==> config.mk <==
export PLATFORM = sky130hd
export DESIGN_NAME = adder16_arbiter_flat
export DESIGN_NICKNAME = d
export VERILOG_FILES = /design/src/rtl/adder16_arbiter_if.sv /design/src/rtl/adder16_arbiter.sv /design/src/flat_wrapper.sv
export SDC_FILE = /design/constraint.sdc
export NUM_CORES = 1
export LEC_CHECK = 0
export CAP_MARGIN = 20
export CELL_PAD_IN_SITES_DETAIL_PLACEMENT = 1
export CELL_PAD_IN_SITES_GLOBAL_PLACEMENT = 1
export CORE_UTILIZATION = 17
export CTS_BUF_LIST = sky130_fd_sc_hd__clkbuf_8
export DETAILED_ROUTE_END_ITERATION = 12
export GPL_ROUTABILITY_DRIVEN = 0
export PLACE_DENSITY = 0.79
export SLEW_MARGIN = 20
export SYNTH_ARGS = -nofsm -noshare
export SYNTH_HDL_FRONTEND = slang
export SYNTH_SLANG_ARGS = --single-unit
==> constraint.sdc <==
create_clock -name clk -period 1.6 [get_ports clk]
set_clock_uncertainty 0.1 [all_clocks]
set_input_delay 0.32 -clock clk [delete_from_list [all_inputs] [get_ports clk]]
set_output_delay 0.32 -clock clk [all_outputs]
set_load 0.02 [all_outputs]
==> src/rtl/adder16_arbiter_if.sv <==
// adder16_arbiter_if: request/adder/response bundle between two requesters, the arbiter and the shared adder.
interface adder16_arbiter_if #(parameter int W = 16);
    logic         req0_valid, req0_ready, req1_valid, req1_ready;
    logic [W-1:0] req0_a, req0_b, req1_a, req1_b;
    logic [W-1:0] add_a, add_b, add_s;
    logic         rsp_valid, rsp_id, rsp_of, rsp_sf, rsp_zf;
    logic [W-1:0] rsp_data;
    modport master (
        output req0_valid, req0_a, req0_b, req1_valid, req1_a, req1_b, add_s,
        input  req0_ready, req1_ready, add_a, add_b,
        input  rsp_valid, rsp_id, rsp_data, rsp_of, rsp_sf, rsp_zf
    );
    modport slave (
        input  req0_valid, req0_a, req0_b, req1_valid, req1_a, req1_b, add_s,
        output req0_ready, req1_ready, add_a, add_b,
        output rsp_valid, rsp_id, rsp_data, rsp_of, rsp_sf, rsp_zf
    );
endinterface

==> src/rtl/adder16_arbiter.sv <==
// adder16_arbiter: shares one external adder between two requesters and returns the registered sum and COMET2 flags.
module adder16_arbiter #(
    parameter int W          = 16,
    parameter int FIXED_PRIO = 0
) (
    input logic               clk,
    input logic               rst_n,
    adder16_arbiter_if.slave  bus
);
    localparam logic FIXED = FIXED_PRIO != 0;
    logic last_grant, g0, g1, acc;
    // Port 0 wins unless port 1 is alone or round-robin says port 0 went last.
    always_comb begin
        g0 = rst_n & bus.req0_valid & (~bus.req1_valid | FIXED | last_grant);
        g1 = rst_n & bus.req1_valid & ~g0;
        acc = g0 | g1;
        bus.req0_ready = g0;
        bus.req1_ready = g1;
        bus.add_a = g0 ? bus.req0_a : g1 ? bus.req1_a : '0;
        bus.add_b = g0 ? bus.req0_b : g1 ? bus.req1_b : '0;
    end
    always_ff @(posedge clk or negedge rst_n) begin
        if (!rst_n) begin
            bus.rsp_valid <= 1'b0;
            bus.rsp_id    <= 1'b0;
            bus.rsp_data  <= '0;
            bus.rsp_of    <= 1'b0;
            bus.rsp_sf    <= 1'b0;
            bus.rsp_zf    <= 1'b0;
            last_grant    <= 1'b1;
        end else begin
            bus.rsp_valid <= acc;
            if (acc) begin
                bus.rsp_id    <= g1;
                bus.rsp_data  <= bus.add_s;
                bus.rsp_of    <= (bus.add_a[W-1] == bus.add_b[W-1]) & (bus.add_s[W-1] != bus.add_a[W-1]);
                bus.rsp_sf    <= bus.add_s[W-1];
                bus.rsp_zf    <= bus.add_s == '0;
                last_grant    <= g1;
            end
        end
    end
endmodule

==> src/flat_wrapper.sv <==
// flat-port wrapper written by rule: the top's interface ports become plain ports
module adder16_arbiter_flat 
#(
    parameter int W          = 16,
    parameter int FIXED_PRIO = 0
)
  (clk, rst_n, bus_req0_valid, bus_req0_a, bus_req0_b, bus_req1_valid, bus_req1_a, bus_req1_b, bus_add_s, bus_req0_ready, bus_req1_ready, bus_add_a, bus_add_b, bus_rsp_valid, bus_rsp_id, bus_rsp_data, bus_rsp_of, bus_rsp_sf, bus_rsp_zf);
  adder16_arbiter_if #(.W(W)) bus_i ();
  input logic clk;
  input logic rst_n;
  input wire logic [$bits(bus_i.req0_valid)-1:0] bus_req0_valid;
  input wire logic [$bits(bus_i.req0_a)-1:0] bus_req0_a;
  input wire logic [$bits(bus_i.req0_b)-1:0] bus_req0_b;
  input wire logic [$bits(bus_i.req1_valid)-1:0] bus_req1_valid;
  input wire logic [$bits(bus_i.req1_a)-1:0] bus_req1_a;
  input wire logic [$bits(bus_i.req1_b)-1:0] bus_req1_b;
  input wire logic [$bits(bus_i.add_s)-1:0] bus_add_s;
  output wire logic [$bits(bus_i.req0_ready)-1:0] bus_req0_ready;
  output wire logic [$bits(bus_i.req1_ready)-1:0] bus_req1_ready;
  output wire logic [$bits(bus_i.add_a)-1:0] bus_add_a;
  output wire logic [$bits(bus_i.add_b)-1:0] bus_add_b;
  output wire logic [$bits(bus_i.rsp_valid)-1:0] bus_rsp_valid;
  output wire logic [$bits(bus_i.rsp_id)-1:0] bus_rsp_id;
  output wire logic [$bits(bus_i.rsp_data)-1:0] bus_rsp_data;
  output wire logic [$bits(bus_i.rsp_of)-1:0] bus_rsp_of;
  output wire logic [$bits(bus_i.rsp_sf)-1:0] bus_rsp_sf;
  output wire logic [$bits(bus_i.rsp_zf)-1:0] bus_rsp_zf;
  assign bus_i.req0_valid = bus_req0_valid;
  assign bus_i.req0_a = bus_req0_a;
  assign bus_i.req0_b = bus_req0_b;
  assign bus_i.req1_valid = bus_req1_valid;
  assign bus_i.req1_a = bus_req1_a;
  assign bus_i.req1_b = bus_req1_b;
  assign bus_i.add_s = bus_add_s;
  assign bus_req0_ready = bus_i.req0_ready;
  assign bus_req1_ready = bus_i.req1_ready;
  assign bus_add_a = bus_i.add_a;
  assign bus_add_b = bus_i.add_b;
  assign bus_rsp_valid = bus_i.rsp_valid;
  assign bus_rsp_id = bus_i.rsp_id;
  assign bus_rsp_data = bus_i.rsp_data;
  assign bus_rsp_of = bus_i.rsp_of;
  assign bus_rsp_sf = bus_i.rsp_sf;
  assign bus_rsp_zf = bus_i.rsp_zf;
  adder16_arbiter #(.W(W), .FIXED_PRIO(FIXED_PRIO)) u_core (.clk(clk), .rst_n(rst_n), .bus(bus_i));
endmodule
==> results.py <==
metrics = {
    "setup_path": {
        "cp.required_ns": 1.18,
        "worst-path-stages": 6,
        "r2r_cells": 8,
        "crit_type": "reg2out",
        "crit_chain": "buf_6, a21boi_4, and2_4, clkbuf_16, a22o_4, buf_6",
        "cp-start-kind": "register",
        "arrival_ns": 1.67,
        "rrSetupSlack_ns": -0.17,
        "cp-end-kind": "primary output",
        "rr_endpoint": "u_core.bus.rsp_of$_DFFE_PN0P_",
        "regToRegStartpoint": "u_core.last_grant$_DFFE_PN1P_",
        "cpPeakStageDelay_ns": 0.55,
        "worstSetupEndpoint": "bus_add_a[8]",
        "cp.buffers_inverters": 3,
        "critPathMaxFanout": 8,
        "cp_top_family": "flip-flops",
        "cp_common_cell": "buf_6",
        "setup.worst_path.start": "u_core.last_grant$_DFFE_PN1P_",
        "slowest_stage": "dfstp_2",
    },
    "sta": {
        "final-max-slew-violation-count": 0,
        "fmaxAchievable_mhz": 478,
        "slew_headroom": 0.759,
        "finalSetupViolCount": 35,
        "setup_slack_ns": -0.491,
        "fin_tns_setup_ns": -15.58,
        "fin_hold_ws_ns": 0.357,
        "hold_viol_final": 0,
        "tightest_slew_ns": 0.358,
        "rsz0062_at_grt": "true",
        "min_period_ns": 2.09,
        "finalCritPeriodShare": 1.31,
    },
    "final_layout": {
        "area_delta_synth_final_pct": 160,
        "diodes": 0,
        "stdcell_area_um2": 3350,
        "n_fill_cell": 817,
        "fin_nets": 380,
        "final_layout_size_suffix_gt1_frac": 0.369,
        "fin_cells": 394,
    },
    "synthesis": {
        "ys_seq_elements": 21,
        "synth-main-ff-cell": "dfrtp_1",
        "synth_edf_count": 0,
        "netlist_instances": 134,
        "syn_avg_cell_area_um2": 9.61,
        "ys_async_sr_fraction": 1.00,
        "synth_cell_types": 26,
        "ys_seq_area_frac": 0.409,
        "syn-num-nets": 218,
        "yosysTopAreaCell": "dfrtp_1",
        "syn-cell-area_um2": 1290,
        "synth.most_common_cell": "nand2_1",
        "yosys_warnings": 0,
        "synth.area.top_cells": "dfrtp_1, a22o_1, nand2_1, buf_6, buf_8",
        "synth_top_area_share": 0.389,
        "synth_common_cells": "nand2_1, a22o_1, dfrtp_1",
    },
    "clock_tree": {
        "clock_insertion_delay_worst_skew_ns": 0.26,
        "clock_path_buffers": 2,
        "cts_tree": "built",
        "htreeDepth": 1,
        "clock-sinks": 21,
        "clock-root-buffer": "clkbuf_8",
        "numCtsBuffers": 3,
        "clk_pin_slew_ns": 0.08,
    },
    "global_route": {
        "grt_overflow": 0,
        "antenna_found_initial": 0,
        "track_usage": 0.164,
        "grt_pass1_wl_mm": 9.78,
        "grt_max_degree": 19,
        "first_global_vias": 1858,
    },
    "run": {
        "cap_viol_max_count": 0,
    },
    "placed_design": {
        "placed_area_um2": 3140,
        "port_buffers": 138,
        "dpl.cell_count": 383,
        "hpwl_mm": 5.45,
        "pre_cts_slack_ns": -0.999,
    },
    "detailed_routing": {
        "wl_per_cell_um": 18.7,
        "routed_wl_mm": 7.35,
        "drc_errors": 0,
        "first_pass_iters": 4,
        "drtAntennaViolNets": 0,
        "vias": 1736,
        "drt_iter0_drc": 25,
        "vias_per_cell": 4.41,
    },
    "floorplanning": {
        "start_util": 0.177,
        "dieWidth_um": 89.0,
        "ios": 139,
        "die-area_um2": 7930,
        "fp.dieH_um": 89.0,
        "core-area_um2": 7290,
        "rows": 31,
    },
    "pwr": {
        "irDropWorstVdd_v": 0.000350,
        "p_leak_nw": 1.62,
        "power_density_nw_per_um2": 628,
    },
    "run_status": {
        "outcome": "finished, violations left",
        "violations": "negative setup slack",
    },
    "min_path": {
        "holdCritPathClass": "in2async",
    },
}
==> cell type report <==
cell class | count | area [um2] | share of cell area
inverter | 1 | 3.75 | 0.00112
clock inverter | 1 | 3.75 | 0.00112
sequential | 21 | 527 | 0.157
tap | 99 | 124 | 0.0370
multi-input combinational | 100 | 896 | 0.267
timing repair buffer | 169 | 1750 | 0.524
clock buffer | 3 | 41.3 | 0.0123
==> worst reg2reg max path, stage by stage (launching register included) <==
cell and delay [ns]:
dfstp_2 0.55, buf_6 0.10, a21boi_4 0.05, buf_4 0.14
a32o_2 0.23, buf_4 0.14, buf_6 0.10, nand4b_1 0.13
o311ai_4 0.10
==> sequential cells by signal, indices dropped and copies added, names as in the netlist <==
register and flops:
u_core.bus.rsp_valid 1, u_core.last_grant 1, u_core.bus.rsp_zf 1, u_core.bus.rsp_id 1, u_core.bus.rsp_of 1, u_core.bus.rsp_data 15, u_core.bus.rsp_sf 1
==> layout by cell type (no fill, tap or decap), drive strengths merged, types with 2 or more instances in the layout <==
cell type,instances
o21ai,2
dlygate4sd2,23
inv,2
nand2,50
and2,3
clkdlybuf4s50,81
nor4,4
buf,63
dfrtp,20
a32o,2
clkbuf,5
a22o,30
==> through the flow <==
step	power (mW)	utilization
2_1_floorplan	1.12	-
3_5_place_dp	1.70	0.430
5_1_grt	2.21	0.459
4_1_cts	2.08	0.445
3_3_place_gp	1.68	0.430
6_report	2.10	0.459
==> metal layers <==
layer	GRT usage	wire, um	vias up
met5	0	0	-
met4	0.0361	106	0
met3	0.0462	765	8
met2	0.323	3870	94
met1	0.171	2610	827
li1	-	-	807
==> cells by family (layout without fill, tap and decap cells) <==
kind of cell	count (synthesis)	after routing	synth area share
and+or+nand+nor	61	61	0.209
DFF	21	21	0.409
buffers and inverters	13	174	0.0972
AOI/OAI and AO/OA	39	39	0.285
==> where the power goes <==
group	switching, mW	total, mW	internal, mW
combinational	0.490	1.13	0.636
clock	0.179	0.350	0.171
sequential	0.0318	0.627	0.596
==> worst min-delay path by stage <==
stage / start / to / slack (ns) / depth (start not counted)
after floorplan: rst_n / u_core.bus.rsp_data[0]$_DFFE_PN0P_ / -0.08 / 0
final: rst_n / u_core.bus.rsp_of$_DFFE_PN0P_ / 0.36 / 2
after detailed placement: u_core.bus.rsp_data[0]$_DFFE_PN0P_ / u_core.bus.rsp_data[0]$_DFFE_PN0P_ / 0.36 / 2
after global placement: u_core.bus.rsp_data[7]$_DFFE_PN0P_ / u_core.bus.rsp_data[7]$_DFFE_PN0P_ / 0.36 / 2
after CTS: rst_n / u_core.bus.rsp_of$_DFFE_PN0P_ / 0.35 / 2
after global routing: rst_n / u_core.bus.rsp_of$_DFFE_PN0P_ / 0.37 / 2
==> timing repair <==
item,4_1_cts,5_1_grt
buffers inserted,5,2
gates cloned,1,2
resized for setup,230,12
endpoints found under the setup margin,73,35
hold buffers,0,0
pin swaps,5,2
Note: power is estimated with default switching activity, not from simulation.
